==> config.mk <==
export PLATFORM = sky130hd
export DESIGN_NAME = avalon_pio_responder_flat
export DESIGN_NICKNAME = d
export VERILOG_FILES = /design/src/rtl/avalon_pio_pkg.sv /design/src/rtl/avalon_pio_responder_if.sv /design/src/rtl/avalon_read_pipe.sv /design/src/rtl/avalon_pio_responder.sv /design/src/flat_wrapper.sv
export SDC_FILE = /design/constraint.sdc
export NUM_CORES = 1
export LEC_CHECK = 0
export ABC_CLOCK_PERIOD_IN_PS = 4300
export CAP_MARGIN = 0
export CORE_UTILIZATION = 35
export DETAILED_ROUTE_END_ITERATION = 16
export SKIP_CTS_REPAIR_TIMING = 1
export SYNTH_ARGS = -nofsm -noshare
export SYNTH_HDL_FRONTEND = slang
export SYNTH_SLANG_ARGS = --single-unit
==> constraint.sdc <==
create_clock -name clock -period 4.3 [get_ports clock]
set_clock_uncertainty 0.15 [all_clocks]
set_input_delay 0.645 -clock clock [delete_from_list [all_inputs] [get_ports clock]]
set_output_delay 0.645 -clock clock [all_outputs]
set_load 0.01 [all_outputs]
==> src/rtl/avalon_pio_pkg.sv <==
// Shared constants and enums for the Avalon-MM PIO/HEX responder.
package avalon_pio_pkg;

  localparam int unsigned ADDR_W = 3;
  localparam int unsigned DATA_W = 8;
  localparam int unsigned CNT_W  = 4;

  typedef enum logic [ADDR_W-1:0] {
    REG_DATA_OUT = 3'd0,
    REG_DATA_IN  = 3'd1,
    REG_IRQ_MASK = 3'd2,
    REG_EDGE_CAP = 3'd3,
    REG_HEX      = 3'd4
  } reg_idx_e;

  typedef enum logic {
    IDLE = 1'b0,
    WAIT = 1'b1
  } state_e;

endpackage

==> src/rtl/avalon_pio_responder_if.sv <==
// Avalon-MM slave-side bus bundle for the PIO responder.
interface avalon_pio_responder_if;
  import avalon_pio_pkg::*;

  logic [ADDR_W-1:0] avs_address;
  logic              avs_byteenable;
  logic              avs_read;
  logic [DATA_W-1:0] avs_readdata;
  logic              avs_write;
  logic [DATA_W-1:0] avs_writedata;
  logic              avs_waitrequest;
  logic              avs_readdatavalid;

  modport master (
    output avs_address, avs_byteenable, avs_read, avs_write, avs_writedata,
    input  avs_readdata, avs_waitrequest, avs_readdatavalid
  );

  modport slave (
    input  avs_address, avs_byteenable, avs_read, avs_write, avs_writedata,
    output avs_readdata, avs_waitrequest, avs_readdatavalid
  );

endinterface

==> src/rtl/avalon_read_pipe.sv <==
// Fixed-latency valid/data delay line; the last data stage holds its value
// between valid beats. Async reset clears everything, flush drops in-flight beats.
module avalon_read_pipe #(
  parameter int unsigned LATENCY = 2,
  parameter int unsigned WIDTH   = 8
) (
  input  logic             clock,
  input  logic             reset,
  input  logic             flush,
  input  logic             in_valid,
  input  logic [WIDTH-1:0] in_data,
  output logic             out_valid,
  output logic [WIDTH-1:0] out_data
);

  logic [LATENCY-1:0] valid_q;
  logic [LATENCY-1:0] valid_d;
  logic [WIDTH-1:0]   data_q [LATENCY];
  logic [WIDTH-1:0]   data_d [LATENCY];

  assign valid_d[0] = in_valid & ~flush;
  assign data_d[0]  = in_valid ? in_data : data_q[0];

  // Data only moves with its valid so every stage keeps the last real beat.
  for (genvar i = 1; i < LATENCY; i++) begin : g_stage
    assign valid_d[i] = valid_q[i-1] & ~flush;
    assign data_d[i]  = valid_q[i-1] ? data_q[i-1] : data_q[i];
  end

  always_ff @(posedge clock or posedge reset) begin
    if (reset) begin
      valid_q <= '0;
      data_q  <= '{default: '0};
    end else begin
      valid_q <= valid_d;
      data_q  <= data_d;
    end
  end

  assign out_valid = valid_q[LATENCY-1];
  assign out_data  = data_q[LATENCY-1];

endmodule

==> src/rtl/avalon_pio_responder.sv <==
// Byte-wide Avalon-MM PIO/HEX responder with wait-states and fixed read latency.
// Optional AVALON_PIO_IRQ_EN builds IRQ_MASK, EDGE_CAP and the level irq.
module avalon_pio_responder
  import avalon_pio_pkg::*;
#(
  parameter int unsigned       WAIT_STATES  = 1,
  parameter int unsigned       READ_LATENCY = 2,
  parameter logic [DATA_W-1:0] OUT_RESET    = 8'h00
) (
  input  logic                   clock,
  input  logic                   reset,
  avalon_pio_responder_if.slave  avs,
  input  logic [DATA_W-1:0]      pio_in,
  output logic [DATA_W-1:0]      pio_out,
  output logic [DATA_W-1:0]      hex_out,
  output logic                   irq
);

  state_e            state;
  state_e            state_nxt;
  logic [CNT_W-1:0]  cnt;
  logic [CNT_W-1:0]  cnt_nxt;
  logic              req;
  logic              waitreq;
  logic              accept;
  logic              wr_en;
  logic              rd_accept;
  reg_idx_e          addr;
  logic [DATA_W-1:0] sync1;
  logic [DATA_W-1:0] sync2;
  logic [DATA_W-1:0] rd_mux;

  assign req  = avs.avs_read | avs.avs_write;
  assign addr = reg_idx_e'(avs.avs_address);

  always_ff @(posedge clock or posedge reset) begin
    if (reset) begin
      state <= IDLE;
      cnt   <= '0;
    end else begin
      state <= state_nxt;
      cnt   <= cnt_nxt;
    end
  end

  // Wait-state sequencer; a request that vanishes mid-wait is dropped silently.
  always_comb begin
    state_nxt = state;
    cnt_nxt   = cnt;
    waitreq   = 1'b0;
    accept    = 1'b0;
    case (state)
      IDLE: begin
        if (req) begin
          if (WAIT_STATES == 0) begin
            accept = 1'b1;
          end else begin
            waitreq   = 1'b1;
            state_nxt = WAIT;
            cnt_nxt   = CNT_W'(1);
          end
        end
      end
      WAIT: begin
        if (!req) begin
          state_nxt = IDLE;
          cnt_nxt   = '0;
        end else if (cnt == CNT_W'(WAIT_STATES)) begin
          accept    = 1'b1;
          state_nxt = IDLE;
          cnt_nxt   = '0;
        end else begin
          waitreq = 1'b1;
          cnt_nxt = cnt + CNT_W'(1);
        end
      end
      default: begin
        state_nxt = IDLE;
        cnt_nxt   = '0;
      end
    endcase
  end

  assign avs.avs_waitrequest = waitreq;

  // A simultaneous read and write is serviced as a write only.
  assign wr_en     = accept & avs.avs_write & avs.avs_byteenable;
  assign rd_accept = accept & avs.avs_read & ~avs.avs_write;

  always_ff @(posedge clock or posedge reset) begin
    if (reset) begin
      sync1 <= '0;
      sync2 <= '0;
    end else begin
      sync1 <= pio_in;
      sync2 <= sync1;
    end
  end

  always_ff @(posedge clock or posedge reset) begin
    if (reset) begin
      pio_out <= OUT_RESET;
      hex_out <= OUT_RESET;
    end else if (wr_en) begin
      case (addr)
        REG_DATA_OUT: pio_out <= avs.avs_writedata;
        REG_HEX:      hex_out <= avs.avs_writedata;
        default:      ;
      endcase
    end
  end

`ifdef AVALON_PIO_IRQ_EN
  logic [DATA_W-1:0] sync3;
  logic [DATA_W-1:0] irq_mask;
  logic [DATA_W-1:0] edge_cap;
  logic [DATA_W-1:0] cap_clr;
  logic [DATA_W-1:0] cap_set;

  assign cap_clr = (wr_en && addr == REG_EDGE_CAP) ? avs.avs_writedata : '0;
  assign cap_set = sync2 & ~sync3;

  // Set has priority over write-1-to-clear on the same bit.
  always_ff @(posedge clock or posedge reset) begin
    if (reset) begin
      sync3    <= '0;
      irq_mask <= '0;
      edge_cap <= '0;
      irq      <= 1'b0;
    end else begin
      sync3    <= sync2;
      edge_cap <= (edge_cap & ~cap_clr) | cap_set;
      irq      <= |(edge_cap & irq_mask);
      if (wr_en && addr == REG_IRQ_MASK) begin
        irq_mask <= avs.avs_writedata;
      end
    end
  end
`else
  assign irq = 1'b0;
`endif

  always_comb begin
    rd_mux = '0;
    case (addr)
      REG_DATA_OUT: rd_mux = pio_out;
      REG_DATA_IN:  rd_mux = sync2;
`ifdef AVALON_PIO_IRQ_EN
      REG_IRQ_MASK: rd_mux = irq_mask;
      REG_EDGE_CAP: rd_mux = edge_cap;
`endif
      REG_HEX:      rd_mux = hex_out;
      default:      rd_mux = '0;
    endcase
  end

  avalon_read_pipe #(
    .LATENCY (READ_LATENCY),
    .WIDTH   (DATA_W)
  ) u_read_pipe (
    .clock     (clock),
    .reset     (reset),
    .flush     (1'b0),
    .in_valid  (rd_accept),
    .in_data   (rd_mux),
    .out_valid (avs.avs_readdatavalid),
    .out_data  (avs.avs_readdata)
  );

endmodule

==> src/flat_wrapper.sv <==
// flat-port wrapper written by rule: the top's interface ports become plain ports
module avalon_pio_responder_flat import avalon_pio_pkg::*;
#(
  parameter int unsigned       WAIT_STATES  = 1,
  parameter int unsigned       READ_LATENCY = 2,
  parameter logic [DATA_W-1:0] OUT_RESET    = 8'h00
)
  (clock, reset, pio_in, pio_out, hex_out, irq, avs_avs_address, avs_avs_byteenable, avs_avs_read, avs_avs_write, avs_avs_writedata, avs_avs_readdata, avs_avs_waitrequest, avs_avs_readdatavalid);
  avalon_pio_responder_if avs_i ();
  input  logic clock;
  input  logic reset;
  input  logic [DATA_W-1:0] pio_in;
  output logic [DATA_W-1:0] pio_out;
  output logic [DATA_W-1:0] hex_out;
  output logic irq;
  input wire logic [$bits(avs_i.avs_address)-1:0] avs_avs_address;
  input wire logic [$bits(avs_i.avs_byteenable)-1:0] avs_avs_byteenable;
  input wire logic [$bits(avs_i.avs_read)-1:0] avs_avs_read;
  input wire logic [$bits(avs_i.avs_write)-1:0] avs_avs_write;
  input wire logic [$bits(avs_i.avs_writedata)-1:0] avs_avs_writedata;
  output wire logic [$bits(avs_i.avs_readdata)-1:0] avs_avs_readdata;
  output wire logic [$bits(avs_i.avs_waitrequest)-1:0] avs_avs_waitrequest;
  output wire logic [$bits(avs_i.avs_readdatavalid)-1:0] avs_avs_readdatavalid;
  assign avs_i.avs_address = avs_avs_address;
  assign avs_i.avs_byteenable = avs_avs_byteenable;
  assign avs_i.avs_read = avs_avs_read;
  assign avs_i.avs_write = avs_avs_write;
  assign avs_i.avs_writedata = avs_avs_writedata;
  assign avs_avs_readdata = avs_i.avs_readdata;
  assign avs_avs_waitrequest = avs_i.avs_waitrequest;
  assign avs_avs_readdatavalid = avs_i.avs_readdatavalid;
  avalon_pio_responder #(.WAIT_STATES(WAIT_STATES), .READ_LATENCY(READ_LATENCY), .OUT_RESET(OUT_RESET)) u_core (.clock(clock), .reset(reset), .avs(avs_i), .pio_in(pio_in), .pio_out(pio_out), .hex_out(hex_out), .irq(irq));
endmodule
==> flow_summary.yaml <==
worst_setup_path:
  r2r_end: "u_core.pio_out[5]"
  path_class: "reg2out"
  r2r_start: "u_core.cnt[0]"
  timing.critical_path.from_type: "register"
  required_ns: 3.50
  r2r_setup_slack_ns: 2.24
  crit_path_max_fanout: 5
  worst_setup_path_end_kind: "output pin"
  worstRegToRegCells: 4
  arrival_ns: 2.05
synth:
  syn-num-nets: 173
  yosys_warnings: 0
  syn_area_um2: 2185
  synthCells: 147
  ys_types: 29
  avgSynthCellArea_um2: 14.86
  ys_seq_elements: 55
  seq_area_frac_synth: 0.6300
final_layout:
  stdcell_area_um2: 2773
  area_delta_synth_final_pct: 26.92
  fill_cells: 547
  fin_cells: 266
  fin_nets: 216
  drive_gt1_frac: 0.1937
  fin_util: 0.4655
  layout_common_cells: "dfrtp_1, clkdlybuf4s50_1, mux2_2, a22o_1"
  mostFrequentLayoutCell: "dfrtp_1"
  diodes: 0
timing:
  hold_viol: 0
  relSlewSlack: 0.2624
  fin_crit_ns: 2.842
  setup-violations-final: 0
  whs_ns: 0.2058
  tightest_slew_ns: 1.105
  setup_tns_ns: 0
  fin_crit_sh: 0.6608
  timing.final.ws_setup_ns: 1.458
  rsz0062_at_grt: "false"
  maxSlewViolCount: 0
  max_freq_ghz: 0.3519
placement:
  portBuffers: 49
  dp.cells: 258
  routabilityCongestion: 0.7351
  dpl.hpwl_um: 3065
  dp_slack_ns: 1.495
  place_area_um2: 2684
clock_network:
  clk_pin_slew_ns: 0.10
  cts_made_buffers: 5
  clock-sinks: 55
  clockBufferDepth: 2
  cts_tree: "done"
  worstSkewPairLatency_ns: 0.31
  cts_max_level: 2
  clock-root-buffer: "clkbuf_8"
global_route:
  globalRoute.totalOverflow: 0
  grtUsageTotal: 0.1464
  grtUsageMet2: 0.2387
  grt_max_degree: 56
  grt_busiest_layer: "met2"
  grt_use_met3: 0.04494
  grt_pass1_wl_um: 7038
  use_met1: 0.1894
  grt_antenna_before_repair: 0
  grt_pass1_vias: 1406
power:
  cellLeakagePower_nw: 1.237
  power_switching_uw: 470.8
  irDropWorstVdd_mv: 0.2691
  powerDensity_nw_per_um2: 553.1
  clkPwrFrac: 0.186
  switching_share: 0.3070
  power_mw: 1.534
  combPwrFrac: 0.318
  p_int_mw: 1.063
  seq_power_share: 0.496
status:
  status: "finished clean"
floorplanning:
  num_rows: 28
  dieArea_um2: 6562
  start_util: 0.3668
  io_pins: 51
  core_area_um2: 5956
  die_x_um: 81.01
  die_height_um: 81.01
detailed_routing:
  drt-initial-drc-count: 39
  ant_nets: 0
  via_per_inst: 4.902
  wl_per_cell_um: 15.82
  drt_pre_antenna_iters: 3
  route.detailed.drc: 0
  via_count: 1304
  routed_wl_um: 4209
worst_hold_path:
  hold_path_startpoint: "u_core.sync1[6]"
  min_to: "u_core.sync2[6]"
  worstHoldPathType: "reg2reg"
  min_path_cells: 0
run:
  cap_violations: 0
[per-layer routing]
metal | vias to the layer above | part of all wire | wire length (um)
met5 | - | 0 | 0
met4 | 0 | 0.010 | 42
met3 | 5 | 0.050 | 209
met2 | 38 | 0.49 | 2063
met1 | 656 | 0.45 | 1894
li1 | 605 | - | -
[worst max path at each step]
stage,startpoint,to,cells past startpoint
after floorplan,reset,u_core.cnt[0],1
after global placement,avs_avs_address[0],u_core.pio_out[7],4
after detailed placement,avs_avs_write,avs_avs_waitrequest,4
after CTS,u_core.cnt[0],avs_avs_waitrequest,4
after global routing,u_core.cnt[0],avs_avs_waitrequest,4
final,u_core.cnt[0],avs_avs_waitrequest,4
[critical path, stage by stage (launching register included)]
cell and delay (ns):
dfrtp_1 0.46, ha_1 0.27, and4bb_2 0.28, nor2_1 0.17, clkdlybuf4s50_1 0.56
[cell usage after synthesis]
| cell | number | area (um2) |
|---|---|---|
| nor2_1 | 3 | 11.26 |
| clkbuf_1 | 1 | 3.750 |
| nor4b_2 | 1 | 15.01 |
| mux2_2 | 24 | 270.3 |
| nor2b_1 | 1 | 6.260 |
| inv_1 | 5 | 18.77 |
| dfrtp_1 | 55 | 1376 |
| ha_1 | 2 | 25.02 |
| buf_2 | 2 | 10.01 |
| mux2i_1 | 8 | 80.08 |
| buf_4 | 9 | 67.56 |
| o31ai_1 | 1 | 7.510 |
| o2bb2ai_1 | 8 | 70.07 |
| buf_1 | 1 | 3.750 |
| and4bb_2 | 2 | 25.02 |
| xnor2_1 | 1 | 8.760 |
| nor3b_4 | 1 | 18.77 |
| a2111oi_0 | 1 | 8.760 |
| o21ai_0 | 1 | 5.000 |
| a21oi_1 | 1 | 5.000 |
| nand2b_1 | 1 | 6.260 |
| conb_1 | 1 | 3.750 |
| nor3b_1 | 1 | 7.510 |
| nand3_1 | 2 | 10.01 |
| nor3_1 | 1 | 5.000 |
| nand4bb_1 | 1 | 11.26 |
| a211o_1 | 1 | 8.760 |
| a22o_1 | 10 | 87.58 |
| nand3b_1 | 1 | 7.510 |
[power groups by stage]
stage                     Clock, mW  Sequential (mW)  Combinational, mW
final                         0.286            0.760              0.487
after global routing          0.320            0.782              0.528
after CTS                     0.293            0.760              0.495
after detailed placement          0            0.770              0.493
after global placement            0            0.765              0.479
after floorplan                   0            0.768              0.244
[flip-flops by register name, summed over array words and instances (netlist names), 2 cells and up]
name and count:
u_core.u_read_pipe.valid_q 2, u_core.sync2 8, u_core.hex_out 8, u_core.sync1 8
u_core.cnt 4, u_core.u_read_pipe.data_q 8, u_core.u_read_pipe.out_data 8, u_core.pio_out 8
[area by class of cell]
cell class	count	area (um2)	area share
Clock buffer	5	68.82	0.02482
Clock inverter	3	20.02	0.007220
Inverter	5	18.77	0.006769
Multi-Input combinational cell	74	704.4	0.2541
Sequential cell	55	1376	0.4964
Tap cell	75	93.84	0.03384
Timing Repair Buffer	49	490.5	0.1769
[cell families after synthesis]
kind of cell	after synthesis	synth area share
and+or+nand+nor	15	0.05670
DFF	55	0.6300
adders and majority gates	2	0.01145
other	1	0.001717
buffers and inverters	18	0.04753
muxes	32	0.1604
AOI/OAI and AO/OA	23	0.08820
xor gates and xnor gates	1	0.004010
No activity file was read; power rests on OpenSTA's default activity.
